--- src/rtl/alu_cmd_master.sv ---
// Host-side ALU command master: packs host commands into FIFO words and tracks the
// in-flight opcodes so each returning result is tagged with the opcode that produced it.
module alu_cmd_master #(
  parameter int unsigned MAX_OUT = 8
) (
  input  logic                      p_clk,
  input  logic                      rst,
  input  logic                      cmd_valid,
  output logic                      cmd_ready,
  input  logic [2:0]                cmd_op,
  input  logic [13:0]               cmd_a,
  input  logic [13:0]               cmd_b,
  output logic [31:0]               data_out,
  output logic                      wr_req,
  input  logic                      full,
  input  logic [27:0]               data_in,
  input  logic                      valid,
  output logic [27:0]               res_out,
  output logic [2:0]                res_op,
  output logic                      res_valid,
  input  logic                      flush,
  output logic                      flush_done,
  output logic [$clog2(MAX_OUT):0]  outstanding,
  output logic                      orphan_err
);

  localparam int unsigned PtrW = $clog2(MAX_OUT);
  localparam int unsigned CntW = PtrW + 1;

  typedef enum logic [1:0] {StIdle, StBusy, StDrain} state_e;

  state_e          state_q;
  logic [2:0]      op_q [MAX_OUT];
  logic [PtrW-1:0] wr_ptr_q;
  logic [PtrW-1:0] rd_ptr_q;
  logic [CntW-1:0] outstanding_d;
  logic            accept;
  logic            pop;
  logic            orphan;

  // A flush in the same cycle wins over a pending command, so it also drops ready.
  assign cmd_ready = rst && (state_q != StDrain) && !flush && !full &&
                     (outstanding < CntW'(MAX_OUT));
  assign accept    = cmd_valid && cmd_ready;
  assign pop       = valid && (outstanding != '0);
  assign orphan    = valid && (outstanding == '0);

  always_comb begin
    outstanding_d = outstanding;
    unique case ({accept, pop})
      2'b10:   outstanding_d = outstanding + CntW'(1);
      2'b01:   outstanding_d = outstanding - CntW'(1);
      default: outstanding_d = outstanding;
    endcase
  end

  always_ff @(posedge p_clk) begin
    if (!rst) begin
      state_q     <= StIdle;
      data_out    <= '0;
      wr_req      <= 1'b0;
      res_out     <= '0;
      res_op      <= '0;
      res_valid   <= 1'b0;
      flush_done  <= 1'b0;
      outstanding <= '0;
      orphan_err  <= 1'b0;
      wr_ptr_q    <= '0;
      rd_ptr_q    <= '0;
    end else begin
      wr_req <= accept;
      if (accept) begin
        data_out          <= {cmd_op, cmd_a, cmd_b, 1'b0};
        op_q[wr_ptr_q]    <= cmd_op;
        wr_ptr_q          <= wr_ptr_q + PtrW'(1);
      end

      res_valid <= pop;
      if (pop) begin
        res_out  <= data_in;
        res_op   <= op_q[rd_ptr_q];
        rd_ptr_q <= rd_ptr_q + PtrW'(1);
      end

      outstanding <= outstanding_d;
      if (orphan) orphan_err <= 1'b1;

      flush_done <= 1'b0;
      unique case (state_q)
        StIdle, StBusy: begin
          if (flush) begin
            // Nothing left in flight: complete the drain immediately.
            if (outstanding_d == '0) begin
              state_q    <= StIdle;
              flush_done <= 1'b1;
            end else begin
              state_q <= StDrain;
            end
          end else if (accept) begin
            state_q <= StBusy;
          end else if (state_q == StBusy && outstanding_d == '0) begin
            state_q <= StIdle;
          end
        end
        StDrain: begin
          if (outstanding_d == '0) begin
            state_q    <= StIdle;
            flush_done <= 1'b1;
          end
        end
        default: state_q <= StIdle;
      endcase
    end
  end

endmodule

--- config.mk ---
export PLATFORM = sky130hd
export DESIGN_NAME = alu_cmd_master
export DESIGN_NICKNAME = d
export VERILOG_FILES = /design/src/rtl/alu_cmd_master.sv
export SDC_FILE = /design/constraint.sdc
export NUM_CORES = 1
export LEC_CHECK = 0
export ABC_AREA = 0
export CAP_MARGIN = 10
export CORE_ASPECT_RATIO = 1.4
export CORE_MARGIN = 2
export CORE_UTILIZATION = 35
export CTS_CLUSTER_DIAMETER = 150
export DETAILED_ROUTE_END_ITERATION = 10
export PLACE_DENSITY_LB_ADDON = 0.05
export SLEW_MARGIN = 20
export SYNTH_ARGS = -nofsm -noshare
export SYNTH_HDL_FRONTEND = slang
export SYNTH_SLANG_ARGS = --single-unit
--- constraint.sdc ---
create_clock -name p_clk -period 9.7 [get_ports p_clk]
set_input_delay 1.94 -clock p_clk [delete_from_list [all_inputs] [get_ports p_clk]]
set_output_delay 1.94 -clock p_clk [all_outputs]
set_load 0.01 [all_outputs]
After elaboration in Yosys (flattened, before gate mapping)
Memories as Yosys holds them, arrays and structs flattened. A register that Yosys moved wholly into a read port is not among the register bits.
Index checks and enable logic that the tools add are counted.
Word-level totals
  register bits: 75
  latch bits: 0
  bits in writable memories: 24
  bits in read-only memories: 0
  input bits: 65
  output and inout port bits: 72
  word-level logic and storage cells: 53
  memories: 1
Memories
  op_q: words 8, bits a word 3, read ports 1, clocked after Yosys merged registers in 1, wr ports 1, line 33  | logic [2:0] op_q [MAX_OUT];
Cells by class
  $add $sub $neg: 4
  $mul: 0
  divide/modulo/power cells: 0
  order comparisons: 1
  equal/unequal tests: 7
  shifts and indexed selects: 0
  multiplexer cells: 13
  bitwise operators: 0
  reduce and logical (&&, ||, !) cells: 17
Operator list (count)
  2-bit two-way mux: 5
  1-bit logical AND: 8
  4-bit zero test: 2
  4-bit one-hot mux with 2 select lines: 1
  3-bit by 1-bit adder with 3-bit output (second input constant): 2
  1-bit two-way mux: 5
  4-bit by 1-bit adder with 4-bit output (second input constant): 1
  2-bit by 1-bit == test with 1-bit output (second input constant): 2
  2-bit == test (second input constant): 2
  4-bit less-than comparator (second input constant): 1
  2-bit != test (second input constant): 2
  4-bit != test (second input constant): 1
  2-bit one-hot mux with 2 select lines: 1
  4-bit nonzero test: 1
  4-bit by 1-bit subtractor with 4-bit output (second input constant): 1
  1-bit zero test: 3
  2-bit zero test: 1
  1-bit one-hot mux with 2 select lines: 1
  2-bit AND reduction: 1
  2-bit OR reduction: 1

Logic depth before layout (Yosys ltp)
  depth in word-level cells: 14
  mapped depth: 13
  gate-level depth less buffers: 11

Worst setup path after synthesis
No wires, ideal clock.
  path kind: input-to-output
  start point: input port flush
  end point: output port cmd_ready
  arrival time: 2.499 ns
  required time: 7.760 ns
  slack: 5.261 ns
  cell stages on the path: 2
  path buffers: 0
  cells stage by stage: nand2b_1 -> nor4_1
On the way
  word-level cells in the longest chain between the ends: 4
RTL lines
  start: declaration: line 21  | input logic flush,
  1-bit zero test: line 42  | assign cmd_ready = rst && (state_q != StDrain) && !flush && !full &&
  1-bit logical AND (3 in series): line 42
  end: declaration: line 9  | output logic cmd_ready,
Every way passes these cells.

Final worst setup path
  start point: input port rst
  end point: register state_q[0]
On the way
  word-level cells in the longest chain between the ends: 11
  elaborated cells between the ends (all ways): 16
  classes of those cells: 4 x eq/ne; 4 x mux; 8 x reduce/logical
RTL lines
  start: declaration: line 7  | input logic rst,
  1-bit logical AND (4 in series): line 42
  1-bit logical AND: line 44  | assign accept = cmd_valid && cmd_ready;
  2-bit by 1-bit == test with 1-bit output or 2-bit == test (tied branches): line 50  | unique case ({accept, pop})
  4-bit one-hot mux with 2 select lines: line 50
  4-bit zero test: line 101, 106
  1-bit logical AND: line 101  | end else if (state_q == StBusy && outstanding_d == '0) begin
  4-bit != test (no source line)
  2-bit AND reduction (no source line)
  end signal: assignment: line 100  | state_q <= StBusy;
  end signal: assignment: line 102  | state_q <= StIdle;
  end signal: assignment: line 107  | state_q <= StIdle;
  end: declaration: line 32  | state_e state_q;
Parallel ways exist; a longest one is shown, timed or not.
A chain may end at the register's enable or synchronous reset.

==> run_results.csv <==
group,metric,value,unit
routing,vias_per_cell,4.63,
final_layout,antenna_cells,0,
critical_path,cpPeakStageDelay,0.87,ns
sta,hold_viol_final,0,
yosys,syn_area_per_cell,10.1,sq um
pwr,ir_drop,112,uV
routing,ant_nets,0,
flow_run,maxCapViolCount,0,
global_routing,met3_usage,5.03,%
placement,gp_congestion,0.690,
floorplanning,die_h,132,um
floorplanning,fp.dieArea,0.0126,sq mm
yosys,synth-main-ff-cell,"dfxtp_1",
sta,min_period_over_period,59.4,%
critical_path,crit_path_end_kind,"flop",
outcome,status,"finished clean",
yosys,ys_seq_area_share,55.8,%
cts,cts_buffers,9,
routing,wl,8830,um
global_routing,grt.met2_usage,22.9,%
cts,cts_sinks,102,
routing,routed-via-count,3110,
routing,drt_iter0_drc,73,
placement,post_dp_cell_area,0.00548,sq mm
final_layout,area_growth,41.0,%
critical_path,required,9.92,ns
sta,final.setup.tns,0,ns
floorplanning,io_pins,137,
final_layout,multi_input_area,0.00165,sq mm
global_routing,antenna_found_initial,0,
sta,min_period,5.76,ns
final_layout,fin_nets,593,
yosys,synth_common_cells,"132 x nand2_1, 78 x dfxtp_1, 46 x a21boi_1",
cts,hold_buffers,0,
yosys,synth.most_common_cell,"nand2_1",
sta,skew,0.00504,ns
global_routing,grt_max_degree,77,
yosys,synth-async-reset-ratio,0,%
cts,cts_setup_buffers,0,
yosys,synth_top_area_share,38.2,%
floorplanning,die_x,95.4,um
global_routing,grt_first_pass_wirelength,14200,um
cts,clockRootBuffer,"clkbuf_16",
yosys,synth_nets,475,
floorplanning,coreArea,0.0114,sq mm
sta,slew_viol_final,0,
floorplanning,rows,46,
critical_path,cp_slowest_cell,"and4bb_2",
sta,clock.fmax,174,MHz
cts,clk_pin_slew,0.06,ns
yosys,ys_types,37,
global_routing,grt_pass1_vias,2965,
sta,worst_pin_slew,0.781,ns
critical_path,crit_type,"input pin to flop",
placement,io_buffers,135,
yosys,synth_edf_count,24,
placement,hpwlAfterDp,5880,um
final_layout,fin_area,0.00577,sq mm
min_path,hold_path.class,"flop to flop",
yosys,synth-seq-cells,102,
final_layout,regArea,0.00228,sq mm
cts,clock_latency,0.34,ns
critical_path,path_max_fanout,76,
sta,rsz0062_at_grt,"false",
pwr,static-leakage-power,0.00203,uW
global_routing,grt.busiest_layer,"met2",
critical_path,critPathBufInv,3,
global_routing,grt_use_total,14.2,%
final_layout,drive_above_1_share,5.87,%
critical_path,critPathTopFamily,"simple AND/OR/NAND/NOR gates",
routing,drc_errors,0,
final_layout,fillers,1078,
yosys,syn_inst,405,
yosys,synth.area.top_cells,"dfxtp_1 38%, edfxtp_1 18%, nand2_1 12%, a21boi_1 8.4%, mux4_2 3.3%",
sta,max-slew-margin-rel,47.9,%
global_routing,globalRouteOverflowTotal,0,
floorplanning,start_util,35.9,%
critical_path,path_cells,"buf_2, buf_4, nand2b_1, and4bb_2, inv_2, ha_1, xor2_1, ha_1, a21oi_1, mux2_4, mux2_4, a211oi_1, nor4_1",
cts,htree_levels,3,
yosys,yosysTopAreaCell,"dfxtp_1",
cts,clk_path_buf_depth,2,
cts,cts_resized,0,
sta,hold_ws,0.451,ns
yosys,yosysWarnings,0,
cts,cts_tree,"yes",
critical_path,startpoint_type,"input pin",
critical_path,cp.arrival,5.98,ns
global_routing,grt_use_met1,17.5,%
routing,avgRoutedWirePerCell,13.1,um
pwr,cellPowerDensity,191,mW/mm^2
routing,firstDrtPassIters,4,
sta,setup_viol,0,
yosys,synth_area,0.00409,sq mm
==> worst min-delay path: cells and delay by family (launching register included) <==
| family | cells | cell delay, ns |
|---|---|---|
| compound gates | 1 | 0.05 |
| flops | 1 | 0.31 |
| simple gates | 1 | 0.05 |
==> routing by layer <==
metal	share of wire [%]	wire length (um)
met5	0	0
met4	1.4	123
met3	8.0	704
met2	47	4150
met1	44	3850
==> layout by cell type, fill, tap and decap left out, drive strengths merged, types with 2 or more instances in the layout <==
| master | n |
|---|---|
| dfxtp | 78 |
| ha | 5 |
| mux2i | 5 |
| nor2 | 7 |
| buf | 3 |
| o211a | 3 |
| nor3 | 2 |
| nand2b | 4 |
| nand2 | 132 |
| clkdlybuf4s50 | 134 |
| a21boi | 61 |
| and4bb | 2 |
| nor4b | 3 |
| mux2 | 2 |
| inv | 2 |
| mux4 | 6 |
| nor2b | 5 |
| edfxtp | 24 |
| clkbuf | 9 |
| nor4 | 4 |
| and2 | 8 |
| xor2 | 4 |
| nor3b | 2 |
| clkinv | 5 |
| xnor2 | 4 |
| a21oi | 4 |
==> registers in the layout, indices dropped and copies added (netlist names), 2 cells and up <==
register	cells
data_out	31
op_q	24
outstanding	4
rd_ptr_q	3
res_op	3
res_out	28
state_q	2
wr_ptr_q	3
==> stage by stage <==
step	worst slack, ns	instances	power, uW	util (%)
6_report	3.94	672	1100	50.6
2_1_floorplan	5.26	405	658	-
4_1_cts	3.86	672	1130	50.6
5_1_grt	3.52	672	1170	50.6
3_5_place_dp	3.53	656	770	48.1
3_3_place_gp	3.59	656	767	48.1
==> power breakdown <==
part	switching, uW	internal (uW)	total [uW]	leakage [uW]
Sequential	30.2	471	501	0.000848
Combinational	113	142	254	0.00104
Clock	151	198	349	0.000143
Total	294	811	1100	0.00203
==> worst paths after layout <==
path,slack [ns],startpoint,cells past startpoint,end
hold reg to reg,0.45,res_out[14]$_SDFFE_PN0P_,2,res_out[14]$_SDFFE_PN0P_
setup reg to reg,5.92,outstanding[3]$_SDFF_PN0_,11,state_q[0]$_SDFFE_PN0P_
hold / removal,0.45,res_out[14]$_SDFFE_PN0P_,2,res_out[14]$_SDFFE_PN0P_
setup / recovery,3.94,rst,13,state_q[0]$_SDFFE_PN0P_
==> area by class of cell <==
type / count / share of cell area, %
inverters: 2 / 0.130
repair buffers: 137 / 23.6
flip-flops and latches: 102 / 39.5
clock inverters: 7 / 1.13
clock buffers: 9 / 3.90
well taps: 144 / 3.12
multi-input cells: 271 / 28.6
==> cell families after synthesis <==
group	after synthesis	synth area share (%)
AO/OA/AOI/OAI	73	13.4
XOR/XNOR	8	1.71
adder cells (fa/ha/maj)	5	1.53
buffers and inverters	32	3.91
flip-flops	102	55.8
multiplexers	13	5.26
other	1	0.0916
AND/OR/NAND/NOR	171	18.3
(Power assumes the default switching activity.)
